**src/rtl/radar_echo_responder_pkg.sv**
```systemverilog
// Constants for the radar echo responder. The radar tracking unit uses the same
// state encodings and timing so the two ends stay consistent.
package radar_echo_responder_pkg;

  typedef logic [31:0] range_t;

  localparam logic [1:0] ST_IDLE  = 2'd0;
  localparam logic [1:0] ST_ARMED = 2'd1;
  localparam logic [1:0] ST_DELAY = 2'd2;
  localparam logic [1:0] ST_ECHO  = 2'd3;

  localparam range_t     M_PER_CYCLE = 32'd150;
  localparam range_t     MAX_DELAY   = 32'd2000;
  localparam range_t     SUB_PER_M   = 32'd1000000;
  localparam range_t     PULSE_WIDTH = 32'd300;
  localparam logic [3:0] ECHO_WIDTH  = 4'd10;

  // Beyond this range the echo would come back after MAX_DELAY cycles, so none is sent.
  localparam range_t     MAX_RANGE   = MAX_DELAY * M_PER_CYCLE;

endpackage

```
**src/rtl/radar_echo_responder_target_kinematics.sv**
```systemverilog
// Target range integrator: speed is accumulated in sub-metre units every cycle,
// and range moves by one metre on each accumulator overflow, saturating at both ends.
module target_kinematics
  import radar_echo_responder_pkg::*;
(
  input  logic        CLK,
  input  logic        RST,
  input  logic        load,
  input  logic [31:0] init,
  input  logic [31:0] speed,
  input  logic        closing,
  output logic [31:0] distance
);

  range_t acc_q, acc_d;
  range_t distance_q, distance_d;
  range_t acc_sum;

  assign acc_sum  = acc_q + speed;
  assign distance = distance_q;

  always_comb begin
    acc_d      = acc_sum;
    distance_d = distance_q;
    if (load) begin
      acc_d      = '0;
      distance_d = init;
    end else if (acc_sum >= SUB_PER_M) begin
      acc_d = acc_sum - SUB_PER_M;
      if (closing) begin
        if (distance_q != '0) distance_d = distance_q - 32'd1;
      end else begin
        if (distance_q != '1) distance_d = distance_q + 32'd1;
      end
    end
  end

  always_ff @(posedge CLK) begin
    if (RST) begin
      acc_q      <= '0;
      distance_q <= '0;
    end else begin
      acc_q      <= acc_d;
      distance_q <= distance_d;
    end
  end

endmodule

```
**src/rtl/radar_echo_responder.sv**
```systemverilog
// Target-side end of the radar pulse/echo link: detects the transmit pulse, counts out
// the round-trip delay for the current range and returns a fixed-width echo.
module radar_echo_responder
  import radar_echo_responder_pkg::*;
(
  input  logic        CLK,
  input  logic        RST,
  input  logic        radar_pulse_trigger,
  input  logic        target_enable,
  input  logic        target_load,
  input  logic [31:0] target_distance_init,
  input  logic [31:0] target_speed,
  input  logic        target_closing,
  output logic        radar_echo,
  output logic [31:0] target_distance,
  output logic [15:0] echo_count,
  output logic        out_of_range,
  output logic [1:0]  responder_state
);

  logic        trig_q, trig_d;
  logic [1:0]  state_q, state_d;
  range_t      rem_q, rem_d;
  logic [3:0]  width_cnt_q, width_cnt_d;
  logic        echo_q, echo_d;
  logic [15:0] echo_count_q, echo_count_d;
  logic        oor_q, oor_d;
  logic        rise, fall;

  target_kinematics u_kinematics (
    .CLK      (CLK),
    .RST      (RST),
    .load     (target_load),
    .init     (target_distance_init),
    .speed    (target_speed),
    .closing  (target_closing),
    .distance (target_distance)
  );

  assign rise = radar_pulse_trigger & ~trig_q;
  assign fall = ~radar_pulse_trigger & trig_q;

  assign radar_echo      = echo_q;
  assign echo_count      = echo_count_q;
  assign out_of_range    = oor_q;
  assign responder_state = state_q;

  // Range is latched on the falling edge, so target motion during the delay
  // only affects the next pulse.
  always_comb begin
    trig_d       = radar_pulse_trigger;
    state_d      = state_q;
    rem_d        = rem_q;
    width_cnt_d  = width_cnt_q;
    echo_d       = echo_q;
    echo_count_d = echo_count_q;
    oor_d        = 1'b0;
    case (state_q)
      ST_IDLE: begin
        if (rise) state_d = ST_ARMED;
      end
      ST_ARMED: begin
        if (fall) begin
          if (!target_enable) begin
            state_d = ST_IDLE;
          end else if (target_distance > MAX_RANGE) begin
            oor_d   = 1'b1;
            state_d = ST_IDLE;
          end else begin
            rem_d   = target_distance;
            state_d = ST_DELAY;
          end
        end
      end
      ST_DELAY: begin
        if (rise) begin
          state_d = ST_ARMED;
        end else if (rem_q < M_PER_CYCLE) begin
          echo_d       = 1'b1;
          width_cnt_d  = 4'd1;
          echo_count_d = echo_count_q + 16'd1;
          state_d      = ST_ECHO;
        end else begin
          rem_d = rem_q - M_PER_CYCLE;
        end
      end
      ST_ECHO: begin
        if (rise) begin
          echo_d  = 1'b0;
          state_d = ST_ARMED;
        end else if (width_cnt_q == ECHO_WIDTH) begin
          echo_d  = 1'b0;
          state_d = ST_IDLE;
        end else begin
          width_cnt_d = width_cnt_q + 4'd1;
        end
      end
      default: state_d = ST_IDLE;
    endcase
  end

  always_ff @(posedge CLK) begin
    if (RST) begin
      trig_q       <= 1'b0;
      state_q      <= ST_IDLE;
      rem_q        <= '0;
      width_cnt_q  <= '0;
      echo_q       <= 1'b0;
      echo_count_q <= '0;
      oor_q        <= 1'b0;
    end else begin
      trig_q       <= trig_d;
      state_q      <= state_d;
      rem_q        <= rem_d;
      width_cnt_q  <= width_cnt_d;
      echo_q       <= echo_d;
      echo_count_q <= echo_count_d;
      oor_q        <= oor_d;
    end
  end

endmodule

```
**config.mk**
```make
export PLATFORM = sky130hd
export DESIGN_NAME = radar_echo_responder
export DESIGN_NICKNAME = d
export VERILOG_FILES = /design/src/rtl/radar_echo_responder_pkg.sv /design/src/rtl/radar_echo_responder_target_kinematics.sv /design/src/rtl/radar_echo_responder.sv
export SDC_FILE = /design/constraint.sdc
export NUM_CORES = 1
export LEC_CHECK = 0
export CAP_MARGIN = 20
export CORE_MARGIN = 2
export CORE_UTILIZATION = 57
export DETAILED_ROUTE_END_ITERATION = 6
export PLACE_DENSITY = 0.87
export SKIP_LAST_GASP = 1
export SYNTH_ARGS = -nofsm -noshare
export SYNTH_HDL_FRONTEND = slang
export SYNTH_SLANG_ARGS = --single-unit
```
**constraint.sdc**
```tcl
create_clock -name CLK -period 5.12 [get_ports CLK]
set_input_delay 0.768 -clock CLK [delete_from_list [all_inputs] [get_ports CLK]]
set_output_delay 0.768 -clock CLK [all_outputs]
set_load 0.01 [all_outputs]
```
=== Word level (Yosys, flattened, before mapping) ===
Cells that the tools add are included.

* Output and inout port bits: 52
* Logic and storage cells: 90
* Bits in registers: 121
* Input port bits: 70

* Muxes and demuxes: 32
* Equal/unequal tests: 17
* Add/sub/neg operators: 7
* Bitwise operators: 8
* Order comparisons: 3
* Reductions and logical operators: 14

{| class="wikitable"
|+ Operators with widths
! operator !! count
|-
| $mux 32 || 11
|-
| $pmux 32 s2 || 1
|-
| $add 32x1->32 const B || 1
|-
| $add 32x32->32 || 1
|-
| $ge 32x20->1 const B || 1
|-
| $gt 32x19->1 const B || 1
|-
| $lt 32x8->1 const B || 1
|-
| $ne 32x32->1 const B || 1
|-
| $reduce_bool 32->1 || 1
|-
| $sub 32x1->32 const B || 1
|-
| $sub 32x20->32 const B || 1
|-
| $sub 32x8->32 const B || 1
|-
| $ne 2x2->1 const B || 9
|-
| $add 16x1->16 const B || 1
|-
| $mux 2 || 8
|-
| $mux 4 || 4
|-
| $pmux 2 s4 || 1
|-
| $pmux 4 s2 || 1
|-
| $reduce_and 4->1 || 2
|-
| $ne 3x3->1 const B || 2
|-
| $not 1->1 || 6
|-
| $reduce_and 3->1 || 2
|-
| $reduce_and 6->1 || 1
|-
| $reduce_bool 2->1 || 3
|-
| other kinds (13) || 19
|}

=== Depth between registers and ports, before layout ===
* Depth after elaboration: 5
* Depth in mapped cells: 21
* Depth with buffers taken out: 19

=== By module ===
From an unflattened synthesis, not the netlist that was laid out.

* Cells, all modules: 1,282
* Area, all modules: 9,770.6 um^2

{| class="wikitable"
|+ By module, submodules not included
! module !! times used !! area each (um^2) !! cells each
|-
| target_kinematics || 1 || 6,636.4 || 875
|-
| radar_echo_responder || 1 || 3,134.3 || 407
|}

=== Worst setup path after synthesis ===
No wires, ideal clock.

* Kind: in2reg
* Start point: input target_speed[0]
* End point: register u_kinematics.distance_q[18], in the netlist u_kinematics.distance[18]
* Path slack: 0.878 ns
* Required time: 5.034 ns
* Buffers on the path: 2
* Stages on the path: 16
* Library setup time: 0.086 ns
* Arrival: 4.156 ns
* Cell sequence: ha_1 > inv_1 > fa_1 > nand2b_1 > a21oi_1 > o31ai_4 > a2111oi_2 > o211ai_1 > and4_4 > or4_4 > a211oi_4 > a31oi_1 > buf_6 > buf_4 > mux2i_1 > a211oi_1

* Word-level cells in the longest chain between the ends: 4

{| class="wikitable"
|+ Ends and longest elaborated chain
! what !! line !! source
|-
| from (decl) || radar_echo_responder.sv:12 || <nowiki>input logic [31:0] target_speed,</nowiki>
|-
| $add 32x32->32 || radar_echo_responder_target_kinematics.sv:19 || <nowiki>assign acc_sum = acc_q + speed;</nowiki>
|-
| $ge 32x20->1 || radar_echo_responder_target_kinematics.sv:28 || <nowiki>end else if (acc_sum >= SUB_PER_M) begin</nowiki>
|-
| $reduce_bool 2->1 (no line) || - ||
|-
| $reduce_and 3->1 (no line) || - ||
|-
| to (signal assigned) || radar_echo_responder_target_kinematics.sv:44 || <nowiki>distance_q <= distance_d;</nowiki>
|-
| to (decl) || radar_echo_responder_target_kinematics.sv:16 || <nowiki>range_t distance_q, distance_d;</nowiki>
|}

Every way passes these cells.
A chain may end at the register's enable or synchronous reset.

=== Worst setup path after layout ===
* Start point: input target_speed[1]
* End point: register u_kinematics.acc_q[29]

* Word-level cells in the longest chain between the ends: 3
* Elaborated cells on any way between the ends: 4

{| class="wikitable"
|+ Ends and longest elaborated chain
! what !! line !! source
|-
| $add 32x32->32 (*) || radar_echo_responder_target_kinematics.sv:19 ||
|-
| $sub 32x20->32 / $ge 32x20->1 (equally long branches) || radar_echo_responder_target_kinematics.sv:29, radar_echo_responder_target_kinematics.sv:28 ||
|-
| $mux 32 (*) || radar_echo_responder_target_kinematics.sv:28 ||
|-
| to (signal assigned) || radar_echo_responder_target_kinematics.sv:40 || <nowiki>acc_q <= '0;</nowiki>
|-
| to (signal assigned) || radar_echo_responder_target_kinematics.sv:43 || <nowiki>acc_q <= acc_d;</nowiki>
|-
| to (decl) || radar_echo_responder_target_kinematics.sv:15 || <nowiki>range_t acc_q, acc_d;</nowiki>
|}

Mark *: on every way between the ends. The rest lies on a longest branch, timed or not.

==> results_dict.tcl <==
set metrics [dict create \
    status "finished clean" \
    setup_violations 0 \
    ant_nets 0 \
    antenna_found_initial 0 \
    r2r_cells 18 \
    tritoncts "done" \
    viasPerCell 6.32 \
    start_util 0.586 \
    relSlewSlack 0.373 \
    hold_class "flop to flop" \
    syn_to_final_growth_pct 21.7 \
    grt_pass1_vias 8992 \
    die_w_microns 132 \
    cellLeakagePower_nw 4.75 \
    synth.net_count 1358 \
    drt_iter0_drc 756 \
    crit_start "target_speed[1]" \
    pin_count 122 \
    fp.dieArea_sq_um 17500 \
    syn_inst 1219 \
    remaining_drc_errors 0 \
    powerDensity_nw_per_um2 360 \
    avgSynthCellArea_sq_um 7.70 \
    period_share 0.927 \
    fmax_mhz 211 \
    final_area_sq_um 11400 \
    rows 46 \
    synth_edf_count 0 \
    slew_violations 0 \
    place.gp.congestion 0.916 \
    min_period_ns 4.75 \
    use_met2 0.508 \
    worstSetupEndpointType "flop" \
    reg2reg_from "u_kinematics.acc_q[1]$_SDFF_PP0_" \
    clk_path_buf_depth 2 \
    grt_max_degree 81 \
    syn_area_sq_um 9380 \
    grt-busiest-layer "met2" \
    hold_viol 0 \
    die_h_microns 132 \
    cts_root_buffer "clkbuf_16" \
    vdd_ir_drop_max_uv 267 \
    grt.total_usage 0.298 \
    rsz0062_at_grt "no" \
    htreeDepth 4 \
    reg2reg_to "u_kinematics.acc_q[29]$_SDFF_PP0_" \
    routed_wl_mm 26.6 \
    clk_pin_slew_ns 0.06 \
    start_kind "input pin" \
    grtUsageMet1 0.360 \
    worstPathArrival_ns 5.07 \
    holdPathStages 2 \
    cts_buffers 17 \
    final_nets 1464 \
    core_area_sq_um 16000 \
    synth_ff_type "dfxtp_1" \
    endpoint "u_kinematics.acc_q[29]$_SDFF_PP0_" \
    grt_overflow_total 0 \
    final_layout_size_suffix_gt1_frac 0.0644 \
    tns_ns 0 \
    r2r_setup_slack_ns 0.86 \
    async_reset_ff_frac 0 \
    insertion_delay_ns 0.43 \
    first_pass_iters 5 \
    cts_resized 0 \
    clock_sinks 120 \
    ys_types 86 \
    hold_buffers 0 \
    io_buffers 121 \
    crit_path_max_incr_delay_ns 0.47 \
    crit_chain "clkdlybuf4s50_1, ha_1, a211oi_1, o21a_1, o21bai_1, a21oi_1, xnor2_1, inv_1, ha_1, nand2_1, nor3_1, nand4_1, a31oi_1, nor4_1, o31a_1, buf_4, a31oi_1, a21oi_1, a31o_2" \
    critPathRequiredTime_ns 5.45 \
    dp.final_hpwl_mm 18.5 \
    maxCapViolCount 0 \
    synth_seq_cells 120 \
    final_core_util 0.714 \
    worstMarginPinSlew_ns 0.928 \
    post_cts_buffers 0 \
    dpl_cell_area_sq_um 10800 \
    grt_pass1_wl_mm 43.2 \
    ys_seq_area_frac 0.256 \
    crit_fanout 7 \
    path_class "input pin to flop" \
    met3_usage 0.0619 \
    diodes 0 \
    skew_ns 0.00729 \
    crit_slowest_cell "a31oi_1" \
    ys_warn_count 0 \
    vias 9795 \
    routedWlPerCell_microns 17.2 \
]
where the power goes:
part           switching (mW)  internal, mW  leakage, nW
clock network           0.441         0.817        0.285
registers              0.0997          1.02        0.982
logic                   0.978         0.756         3.48
sequential cells by signal, summed over array words and instances, names as in the netlist:
name / cells
width_cnt_q: 4
responder_state: 2
trig_q: 1
out_of_range: 1
u_kinematics.distance: 32
echo_count: 16
radar_echo: 1
rem_q: 31
u_kinematics.acc_q: 32
worst min-delay path by stage:
stage                                      start                      to  slack [ns]
after floorplan           rem_q[10]$_SDFFE_PP0P_  rem_q[10]$_SDFFE_PP0P_        0.45
after global placement    rem_q[13]$_SDFFE_PP0P_  rem_q[13]$_SDFFE_PP0P_        0.46
after detailed placement  rem_q[10]$_SDFFE_PP0P_  rem_q[10]$_SDFFE_PP0P_        0.47
after CTS                 rem_q[10]$_SDFFE_PP0P_  rem_q[10]$_SDFFE_PP0P_        0.47
after global routing      rem_q[10]$_SDFFE_PP0P_  rem_q[10]$_SDFFE_PP0P_        0.50
final                     rem_q[10]$_SDFFE_PP0P_  rem_q[10]$_SDFFE_PP0P_        0.48
stage by stage:
stage / instances / power [mW] / worst slack (ns) / hold WS [ns]
floorplan: 1219 / 2.35 / 0.878 / 0.449
global placement: 1522 / 2.75 / 0.130 / 0.458
detailed placement: 1522 / 2.80 / -0.0267 / 0.466
CTS: 1551 / 4.08 / 0.418 / 0.472
global route: 1551 / 4.33 / 0.105 / 0.504
finish: 1551 / 4.11 / 0.371 / 0.476
layout make-up:
class                   instances  area [sq um]
clock buffers                  21           450
clock inverters                 8           149
fillers                      1297          4580
inverters                      29           109
multi-input cells            1011          6620
flip-flops and latches        120          2400
well taps                     216           270
repair buffers                146          1420
cell families after synthesis:
logic type      after synthesis  share of synthesized area
xor+xnor                     73                     0.0690
simple gates                447                      0.228
mux                          28                     0.0300
flops                       120                      0.256
buf+inv                      88                     0.0407
fa+ha+maj                    69                     0.0936
compound gates              394                      0.282
Yosys cell counts (5+ instances only):
master | number | area (sq um)
nand2b_1 | 17 | 106
or4_1 | 6 | 45.0
o22ai_1 | 8 | 50.1
a21oi_1 | 105 | 526
and4_1 | 5 | 43.8
ha_1 | 67 | 838
nand4_1 | 24 | 150
dfxtp_1 | 120 | 2400
or3_1 | 11 | 68.8
a211oi_1 | 47 | 353
and2_1 | 12 | 75.1
o21a_1 | 11 | 82.6
clkbuf_1 | 43 | 161
inv_1 | 27 | 101
nor2_1 | 153 | 574
a311oi_1 | 9 | 78.8
o31ai_1 | 8 | 60.1
a22oi_1 | 8 | 60.1
o21bai_1 | 6 | 45.0
nor2b_1 | 7 | 43.8
a21o_1 | 36 | 270
nor4_1 | 15 | 93.8
o31a_1 | 5 | 43.8
nand2_1 | 107 | 402
xor2_1 | 24 | 210
xnor2_1 | 48 | 420
nor3_1 | 32 | 160
a31oi_1 | 17 | 106
o211ai_1 | 5 | 37.5
o21ai_0 | 64 | 320
and3_1 | 15 | 93.8
nand3_1 | 24 | 120
o21ai_1 | 9 | 45.0
mux2i_1 | 27 | 270
cells in the final DEF (no fill, tap or decap), types with 32 or more instances in the layout:
| master | n |
|---|---|
| a211oi_1 | 47 |
| nor3_1 | 32 |
| a21o_1 | 36 |
| xnor2_1 | 48 |
| ha_1 | 67 |
| clkdlybuf4s50_1 | 120 |
| o21ai_0 | 64 |
| nand2_1 | 107 |
| a21oi_1 | 105 |
| nor2_1 | 153 |
| dfxtp_1 | 120 |
worst max-delay path, delay by kind of cell:
kind	cells	cell delay, ns
AO/OA/AOI/OAI	9	2.55
buffers and inverters	3	0.74
adder cells (fa/ha/maj)	2	0.46
AND/OR/NAND/NOR	4	0.43
XOR/XNOR	1	0.12
layer usage:
metal	vias up	part of all wire
met5	-	0
met4	0	0.041
met3	92	0.066
met2	374	0.48
met1	4596	0.41
li1	4733	-
No activity file was read; power rests on OpenSTA's default activity.
